===== src/rtl/ppu_pkg.sv =====
// Shared types and constants for the PPU VRAM arbiter: FSM states, one-hot
// requester ids, and the 14-bit address fold applied to every latched address.
package ppu_pkg;

  typedef enum logic [1:0] {
    IDLE  = 2'd0,
    ISSUE = 2'd1,
    RESP  = 2'd2
  } arb_state_t;

  typedef enum logic [2:0] {
    SRC_BG  = 3'b001,
    SRC_SPR = 3'b010,
    SRC_CPU = 3'b100
  } arb_src_t;

  localparam logic [15:0] PPU_ADDR_MASK = 16'h3FFF;
  localparam int          NT_MIRROR_BIT = 12;

  // Nametable mirror 0x3000-0x3EFF onto 0x2000-0x2EFF; palette 0x3Fxx is left alone.
  function automatic logic [15:0] ppu_fold_addr(input logic [15:0] addr);
    logic [15:0] m;
    m = addr & PPU_ADDR_MASK;
    if (m[13:12] == 2'b11 && m[11:8] != 4'hF) m[NT_MIRROR_BIT] = 1'b0;
    return m;
  endfunction

endpackage


===== src/rtl/ppu_arb_pick.sv =====
// Combinational fixed-priority picker (bg > spr > cpu) with a CPU override input.
module ppu_arb_pick
  import ppu_pkg::*;
(
  input  logic     bg_req,
  input  logic     spr_req,
  input  logic     cpu_req,
  input  logic     force_cpu,
  output logic     valid,
  output arb_src_t src
);

  // NOTE: every output gets a default before the if-chain so no latch is inferred.
  always_comb begin
    valid = bg_req | spr_req | cpu_req;
    src   = SRC_BG;
    if (force_cpu && cpu_req) src = SRC_CPU;
    else if (bg_req)          src = SRC_BG;
    else if (spr_req)         src = SRC_SPR;
    else if (cpu_req)         src = SRC_CPU;
  end

endmodule


===== src/rtl/ppu_vram_arbiter.sv =====
// Three-way VRAM port arbiter with two-cycle ISSUE/RESP transactions.
// Define PPU_ARB_CPU_AGE_EN to add the CPU anti-starvation age counter.
module ppu_vram_arbiter
  import ppu_pkg::*;
#(
  parameter int AGE_MAX = 8
) (
  input  logic        clk,
  input  logic        reset,
  input  logic        bg_req,
  input  logic        spr_req,
  input  logic        cpu_req,
  input  logic [15:0] bg_addr,
  input  logic [15:0] spr_addr,
  input  logic [15:0] cpu_addr,
  input  logic        cpu_we,
  input  logic [7:0]  cpu_wdata,
  output logic        bg_gnt,
  output logic        spr_gnt,
  output logic        cpu_gnt,
  output logic        bg_ack,
  output logic        spr_ack,
  output logic        cpu_ack,
  output logic [7:0]  rdata,
  output logic [15:0] vram_addr,
  output logic        vram_we,
  output logic [7:0]  vram_wdata,
  input  logic [7:0]  vram_rdata
);

  if (AGE_MAX < 1 || AGE_MAX > 15) begin : g_bad_age_max
    $error("AGE_MAX must fit the 4-bit age counter (1..15)");
  end

  arb_state_t  state_q, state_d;
  arb_src_t    src_q, src_d;
  logic [15:0] vram_addr_q, vram_addr_d;
  logic        vram_we_q, vram_we_d;
  logic [7:0]  vram_wdata_q, vram_wdata_d;

  logic        decide;
  logic        pick_valid;
  arb_src_t    pick_src;
  logic        force_cpu;

  assign decide = (state_q == IDLE) || (state_q == RESP);

  ppu_arb_pick u_pick (
    .bg_req    (bg_req),
    .spr_req   (spr_req),
    .cpu_req   (cpu_req),
    .force_cpu (force_cpu),
    .valid     (pick_valid),
    .src       (pick_src)
  );

`ifdef PPU_ARB_CPU_AGE_EN
  localparam logic [3:0] AGE_LIMIT = 4'(AGE_MAX);

  logic [3:0] age_q, age_d;

  assign force_cpu = (age_q >= AGE_LIMIT);

  always_comb begin
    age_d = age_q;
    if (decide) begin
      if (!cpu_req || pick_src == SRC_CPU) age_d = 4'd0;
      else if (age_q != 4'hF)              age_d = age_q + 4'd1;
    end
  end

  always_ff @(posedge clk or posedge reset) begin
    if (reset) age_q <= 4'd0;
    else       age_q <= age_d;
  end
`else
  assign force_cpu = 1'b0;
`endif

  always_comb begin
    state_d      = state_q;
    src_d        = src_q;
    vram_addr_d  = vram_addr_q;
    vram_we_d    = 1'b0;
    vram_wdata_d = vram_wdata_q;
    if (state_q == ISSUE) begin
      state_d = RESP;
    end else if (pick_valid) begin
      state_d = ISSUE;
      src_d   = pick_src;
      unique case (pick_src)
        SRC_BG:  vram_addr_d = ppu_fold_addr(bg_addr);
        SRC_SPR: vram_addr_d = ppu_fold_addr(spr_addr);
        default: vram_addr_d = ppu_fold_addr(cpu_addr);
      endcase
      if (pick_src == SRC_CPU && cpu_we) begin
        vram_we_d    = 1'b1;
        vram_wdata_d = cpu_wdata;
      end
    end else begin
      state_d = IDLE;
    end
  end

  // NOTE: state flops use non-blocking assignments so all of them update together at the edge.
  // The async reset clears vram_we_q immediately, cutting off a write in flight.
  always_ff @(posedge clk or posedge reset) begin
    if (reset) begin
      state_q      <= IDLE;
      src_q        <= SRC_BG;
      vram_addr_q  <= 16'h0000;
      vram_we_q    <= 1'b0;
      vram_wdata_q <= 8'h00;
    end else begin
      state_q      <= state_d;
      src_q        <= src_d;
      vram_addr_q  <= vram_addr_d;
      vram_we_q    <= vram_we_d;
      vram_wdata_q <= vram_wdata_d;
    end
  end

  assign bg_gnt     = (state_q == ISSUE) && (src_q == SRC_BG);
  assign spr_gnt    = (state_q == ISSUE) && (src_q == SRC_SPR);
  assign cpu_gnt    = (state_q == ISSUE) && (src_q == SRC_CPU);
  assign bg_ack     = (state_q == RESP)  && (src_q == SRC_BG);
  assign spr_ack    = (state_q == RESP)  && (src_q == SRC_SPR);
  assign cpu_ack    = (state_q == RESP)  && (src_q == SRC_CPU);
  assign rdata      = vram_rdata;
  assign vram_addr  = vram_addr_q;
  assign vram_we    = vram_we_q;
  assign vram_wdata = vram_wdata_q;

endmodule


===== config.mk =====
export PLATFORM = sky130hd
export DESIGN_NAME = ppu_vram_arbiter
export DESIGN_NICKNAME = d
export VERILOG_FILES = /design/src/rtl/ppu_pkg.sv /design/src/rtl/ppu_arb_pick.sv /design/src/rtl/ppu_vram_arbiter.sv
export SDC_FILE = /design/constraint.sdc
export NUM_CORES = 1
export LEC_CHECK = 0
export CAP_MARGIN = 20
export CORE_UTILIZATION = 35
export CTS_CLUSTER_SIZE = 12
export DETAILED_ROUTE_END_ITERATION = 10
export PLACE_DENSITY = 0.8
export SKIP_CTS_REPAIR_TIMING = 1
export SLEW_MARGIN = 0
export SYNTH_ARGS = -nofsm -noshare
export SYNTH_HDL_FRONTEND = slang
export SYNTH_SLANG_ARGS = --single-unit

===== constraint.sdc =====
create_clock -name clk -period 1.75 [get_ports clk]
set_input_delay 0.175 -clock clk [delete_from_list [all_inputs] [get_ports clk]]
set_output_delay 0.175 -clock clk [all_outputs]
set_load 0.1 [all_outputs]

==> impl_results.md, run 1 <==
* Status: finished clean
* Final setup viols at 0
* First-pass GRT wire length at 7160 µm
* Critical path's slowest cell: dfrtp_1
* Htree depth at 1
* Tmin final at 1.70 ns
* Critical Path Fanout Max at 4
* Post-synth top flop: dfrtp_1
* DIE AREA at 0.00482 mm²
* Drt first pass iters at 4
* CP arrival at 1.53 ns
* Final Util at 0.598
* Pwr dens at 1070 mW/mm²
* Tot GR Track Use at 0.184
* Post-synth EDFFs at 0
* TNS Setup at 0 ns
* CTS root buf: clkbuf_8
* Final WL at 4500 µm
* Layout cells sized above 1 at 0.296
* Max rail drop VDD at 0.000544 V
* GRT overflow at 0
* Synth Register Bits at 28
* DRT antenna net count at 0
* Period utilization at 0.973
* Vias at 1,601
* Wirelength per Cell at 15.1 µm
* Netlist Area Pre-Place at 0.00159 mm²
* Worst setup margin at 0.0470 ns
* CP bufs+invs at 2
* Antenna cells at 0
* Largest net degree at the start of global routing at 29
* Pins Over Slew Limit at 0
* Via density at 5.35
* Clock Latency Late Sink at 0.27 ns
* Syn_area_per_cell at 9.59 µm²
* Largest stage delay, worst path at 0.41 ns
* Reg clk slew, reported paths at 0.10 ns
* Post-route DRC at 0
* DR iter-0 viols at 46
* Dpl cells at 295
* PortBufs at 84
* Layout fillers at 392
* Io pins at 109
* Delay-heaviest family, CP: simple AND/OR/NAND/NOR gates
* Final instance area at 0.00260 mm²
* Initial antenna violation count at 0
* Final hold vios at 0
* Clock Skew at 0.00232 ns
* Register area at 703 µm²
* Dpl ws at 0.0295 ns
* Async SR Flop Fraction at 1.00
* Data required, critical path at 1.57 ns
* Core Region at 0.00435 mm²
* CTS Buf Count at 3
* CTS tree: done
* Total power at 2.80 mW
* Die width at 69.4 µm
* Max cap viols at 0
* Number of library cell types mapped by synthesis at 29
* Warnings from Yosys at 0
* Sequential area share after synthesis at 0.441
* Nets at 318
* Multi-input gate area at 777 µm²
* Crit path cell chain: nand2b_2 -> buf_4 -> nor3_4 -> buf_12
* Synthesized netlist cell count at 166
* RD Place Congestion at 0.798
* Clock sinks at 28
* Crit path capture type: primary output
* Hold Path Class: in2async
* Vias in the first global route at 1,561
* Fmax at 587 MHz
* Die H at 69.4 µm
* Starting Density at 0.366
* Row count at 24
* Area post-placement at 0.00251 mm²
* Finished Layout Cells at 299
* Max Root-Sink Buffers at 2
* Area delta synth->final at 63.6%
* Kind of critical path: reg2out
* Leak pwr at 1.09 nW
* Hpwl dp at 3510 µm
* CP Launch Type: flip-flop
* Worst hold slack at 0.273 ns
==> worst reg2reg max path, cell delays in order, from the launching register on <==
cell,delay [ns]
dfrtp_1,0.41
nand2b_2,0.25
inv_4,0.10
or2_1,0.12
buf_4,0.19
inv_1,0.07
o22ai_1,0.16
a31oi_1,0.06
==> cell usage after synthesis (5+ instances only) <==
master	instances	area, µm²
o31ai_1	6	45.0
o31ai_2	7	87.6
nor2_1	22	82.6
buf_2	5	25.0
dfrtp_1	27	676
o22ai_1	14	87.6
o22a_1	13	114
nand2_1	17	63.8
buf_4	10	75.1
mux2_2	8	90.1
==> layer usage <==
metal / track usage / up-vias / routed length, µm
li1: - / 751 / -
met1: 0.220 / 778 / 1750
met2: 0.321 / 64 / 2380
met3: 0.0480 / 8 / 323
met4: 0.0567 / 0 / 50
met5: 0 / - / 0
==> cell type report <==
class | count | area share
sequential | 28 | 0.270
inverter | 5 | 0.00817
clock buffer | 3 | 0.0159
tap | 52 | 0.0250
timing repair buffer | 97 | 0.371
clock inverter | 1 | 0.0115
multi-input combinational | 113 | 0.298
==> registers in the layout, summed over array words and instances (netlist names) <==
register / cells
src_q: 3
state_q: 2
vram_addr: 14
vram_wdata: 8
vram_we: 1
==> power breakdown <==
group / switching (mW) / internal, mW
logic: 1.05 / 0.406
clock network: 0.204 / 0.306
registers: 0.0703 / 0.759
==> logic make-up (layout without fill, tap and decap cells) <==
logic type             count (synthesis)  in the layout  synth area share
AND/OR/NAND/NOR                       56             56             0.161
AO/OA/AOI/OAI                         47             47             0.234
multiplexers                           8              8            0.0566
other                                  1              2           0.00236
buffers and inverters                 26            106             0.105
flip-flops                            28             28             0.441
==> cells in the final DEF, fill, tap and decap left out, drive strengths merged, types with 5 or more instances in the layout <==
cell type,synthesis,routed
nand2,17,17
nand4,5,5
dfrtp,27,27
nor2,22,22
o22ai,14,14
buf,19,42
inv,5,5
mux2,8,8
clkdlybuf4s50,0,55
o22a,13,13
o31ai,13,13
==> worst paths after layout <==
| check | startpoint | end | slack (ns) | cells after the start |
|---|---|---|---|---|
| worst max-delay path | state_q[1]$_DFF_PP0_ | spr_gnt | 0.05 | 4 |
| max in group asynchronous | reset | src_q[0]$_DFFE_PP1P_ | 1.17 | 3 |
| worst min register to register | vram_addr[3]$_DFFE_PP0P_ | vram_addr[3]$_DFFE_PP0P_ | 0.50 | 2 |
| worst min-delay path | reset | vram_wdata[0]$_DFFE_PP0P_ | 0.27 | 3 |
| min in group clk | vram_rdata[1] | rdata[1] | 0.35 | 0 |
| worst max register to register | state_q[1]$_DFF_PP0_ | vram_addr[12]$_DFFE_PP0P_ | 0.28 | 7 |
Power figures use the tool's default switching activity.
==> run 2, diff against run 1 <==
--- a/config.mk
+++ b/config.mk
@@ -9,7 +9,9 @@
 export CORE_UTILIZATION = 35
 export CTS_CLUSTER_SIZE = 12
 export DETAILED_ROUTE_END_ITERATION = 10
+export GPL_TIMING_DRIVEN = 1
 export PLACE_DENSITY = 0.8
+export RECOVER_POWER = 50
 export SKIP_CTS_REPAIR_TIMING = 1
 export SLEW_MARGIN = 0
 export SYNTH_ARGS = -nofsm -noshare
==> run 2 against run 1 <==
Setup slack about the same. Maximum frequency is essentially flat. Sequential power hardly changed. Clock power about the same. Non-clock buffer count is the same. Highest routed layer unchanged. Wire length down 0.13%. Flip-flop and latch count is the same. Design area about the same.
==> impl_results.md, run 2 (synthesis gave the netlist of run 1 again) <==
* Status: finished clean
* Wirelength per Cell at 15.0 µm
* Kind of critical path: reg2out
* Worst hold slack at 0.350 ns
* Reg clk slew, reported paths at 0.10 ns
* Data required, critical path at 1.57 ns
* Area delta synth->final at 63.4%
* Max cap viols at 0
* Tmin final at 1.70 ns
* CTS root buf: clkbuf_8
* Most frequent cells in the layout: clkdlybuf4s50_1 (54), buf_4 (33), dfrtp_1 (26)
* P_int at 1.47 mW
* Fmax at 587 MHz
* Clock sinks at 28
* Layout cells sized above 1 at 0.296
* Max rail drop VDD at 0.000544 V
* Via density at 5.34
* Largest net degree at the start of global routing at 29
* Dpl ws at 0.0295 ns
* Switch share at 0.474
* Area post-placement at 0.00251 mm²
* Worst setup margin at 0.0469 ns
* DIE AREA at 0.00482 mm²
* Max_slew headroom at 0.523
* Die H at 69.4 µm
* Register area at 703 µm²
* Row count at 24
* Nets at 318
* Worst Setup SP: state_q[1]$_DFF_PP0_
* Final WL at 4500 µm
* Clock group share of total power at 0.183
* Max Root-Sink Buffers at 2
* Starting Density at 0.366
* Htree depth at 1
* Switching power at 1.32 mW
* First-pass GRT wire length at 7160 µm
* Core Region at 0.00435 mm²
* PortBufs at 84
* Final setup viols at 0
* Period utilization at 0.973
* CP Launch Type: flip-flop
* Min-Delay Startpoint: vram_rdata[1]
* Drt first pass iters at 4
* Multi-input gate area at 777 µm²
* Layout fillers at 393
* CTS Buf Count at 3
* Io pins at 109
* Flop pwr share at 0.297
* Total power at 2.79 mW
* Post-route DRC at 0
* Pwr dens at 1070 mW/mm²
* Critical Path Fanout Max at 4
* Tot GR Track Use at 0.184
* RD Place Congestion at 0.798
* CP arrival at 1.53 ns
* Number of flip-flops in the largest register at 14
* Vias at 1,597
* Combinational fraction of design power at 0.520
* Worst Tran Pin Value at 0.716 ns
* TNS Setup at 0 ns
* Crit path capture type: primary output
* Leak pwr at 1.09 nW
* Commonest non-fill, non-tap cell in the layout: clkdlybuf4s50_1
* Hpwl dp at 3510 µm
* Hold Path Class: in2out
* Final hold vios at 0
* Clock Latency Late Sink at 0.27 ns
* Initial antenna violation count at 0
* Worst r2r src: state_q[1]$_DFF_PP0_
* Vias in the first global route at 1,561
* DR iter-0 viols at 46
* CTS tree: done
* Clock Skew at 0.00239 ns
* Die width at 69.4 µm
* Antenna cells at 0
* GRT overflow at 0
* DRT antenna net count at 0
* Final instance area at 0.00260 mm²
* Pins Over Slew Limit at 0
## run 2: per-layer routing
metal | vias up | share of wire | wire [µm] | global-route usage
met5 | - | 0 | 0 | 0
met4 | 0 | 0.011 | 50 | 0.0567
met3 | 8 | 0.070 | 316 | 0.0480
met2 | 62 | 0.53 | 2380 | 0.321
met1 | 776 | 0.39 | 1750 | 0.220
li1 | 751 | - | - | -
## run 2: stage by stage
stage / utilization / std cells
2_1_floorplan: - / 167
3_3_place_gp: 0.577 / 295
3_5_place_dp: 0.577 / 295
4_1_cts: 0.594 / 299
5_1_grt: 0.597 / 299
6_report: 0.597 / 299
## run 2: cell type report
type                            instances  share of cell area
Sequential cell                        28               0.270
Inverter                                5             0.00818
Clock inverter                          1              0.0115
Tap cell                               52              0.0250
Timing Repair Buffer                   97               0.370
Multi-Input combinational cell        113               0.299
Clock buffer                            3              0.0159
## run 2: path summary, 6_finish.rpt
check | end | slack, ns | cells past startpoint
setup / recovery | spr_gnt | 0.05 | 4
hold / removal | rdata[1] | 0.35 | 0
setup reg to reg | vram_addr[12]$_DFFE_PP0P_ | 0.28 | 7
hold reg to reg | vram_addr[3]$_DFFE_PP0P_ | 0.50 | 2
max in group asynchronous | src_q[2]$_DFFE_PP0P_ | 0.72 | 3
min in group asynchronous | vram_wdata[0]$_DFFE_PP0P_ | 0.54 | 3
## run 2: power by group through the flow
| stage | clock, mW | sequential [mW] | combinational (mW) |
|---|---|---|---|
| 2_1_floorplan | 0 | 1.57 | 0.389 |
| 3_3_place_gp | 0 | 0.835 | 1.44 |
| 3_5_place_dp | 0 | 0.837 | 1.46 |
| 4_1_cts | 0.520 | 0.826 | 1.46 |
| 5_1_grt | 0.548 | 0.843 | 1.50 |
| 6_report | 0.511 | 0.830 | 1.45 |
## run 2: worst max-delay path, stage by stage (launching register included)
cell and delay [ns]:
dfrtp_1 0.41, nand2b_2 0.25, buf_4 0.19, nor3_4 0.20
buf_12 0.20
==> run 3, diff against run 2 <==
--- a/config.mk
+++ b/config.mk
@@ -10,6 +10,7 @@
 export CTS_CLUSTER_SIZE = 12
 export DETAILED_ROUTE_END_ITERATION = 10
 export GPL_TIMING_DRIVEN = 1
+export HOLD_SLACK_MARGIN = 0.08
 export PLACE_DENSITY = 0.8
 export RECOVER_POWER = 50
 export SKIP_CTS_REPAIR_TIMING = 1
==> results of run 3 <==
Same layout as run 2: the final DEF is identical, and so are final timing and power.
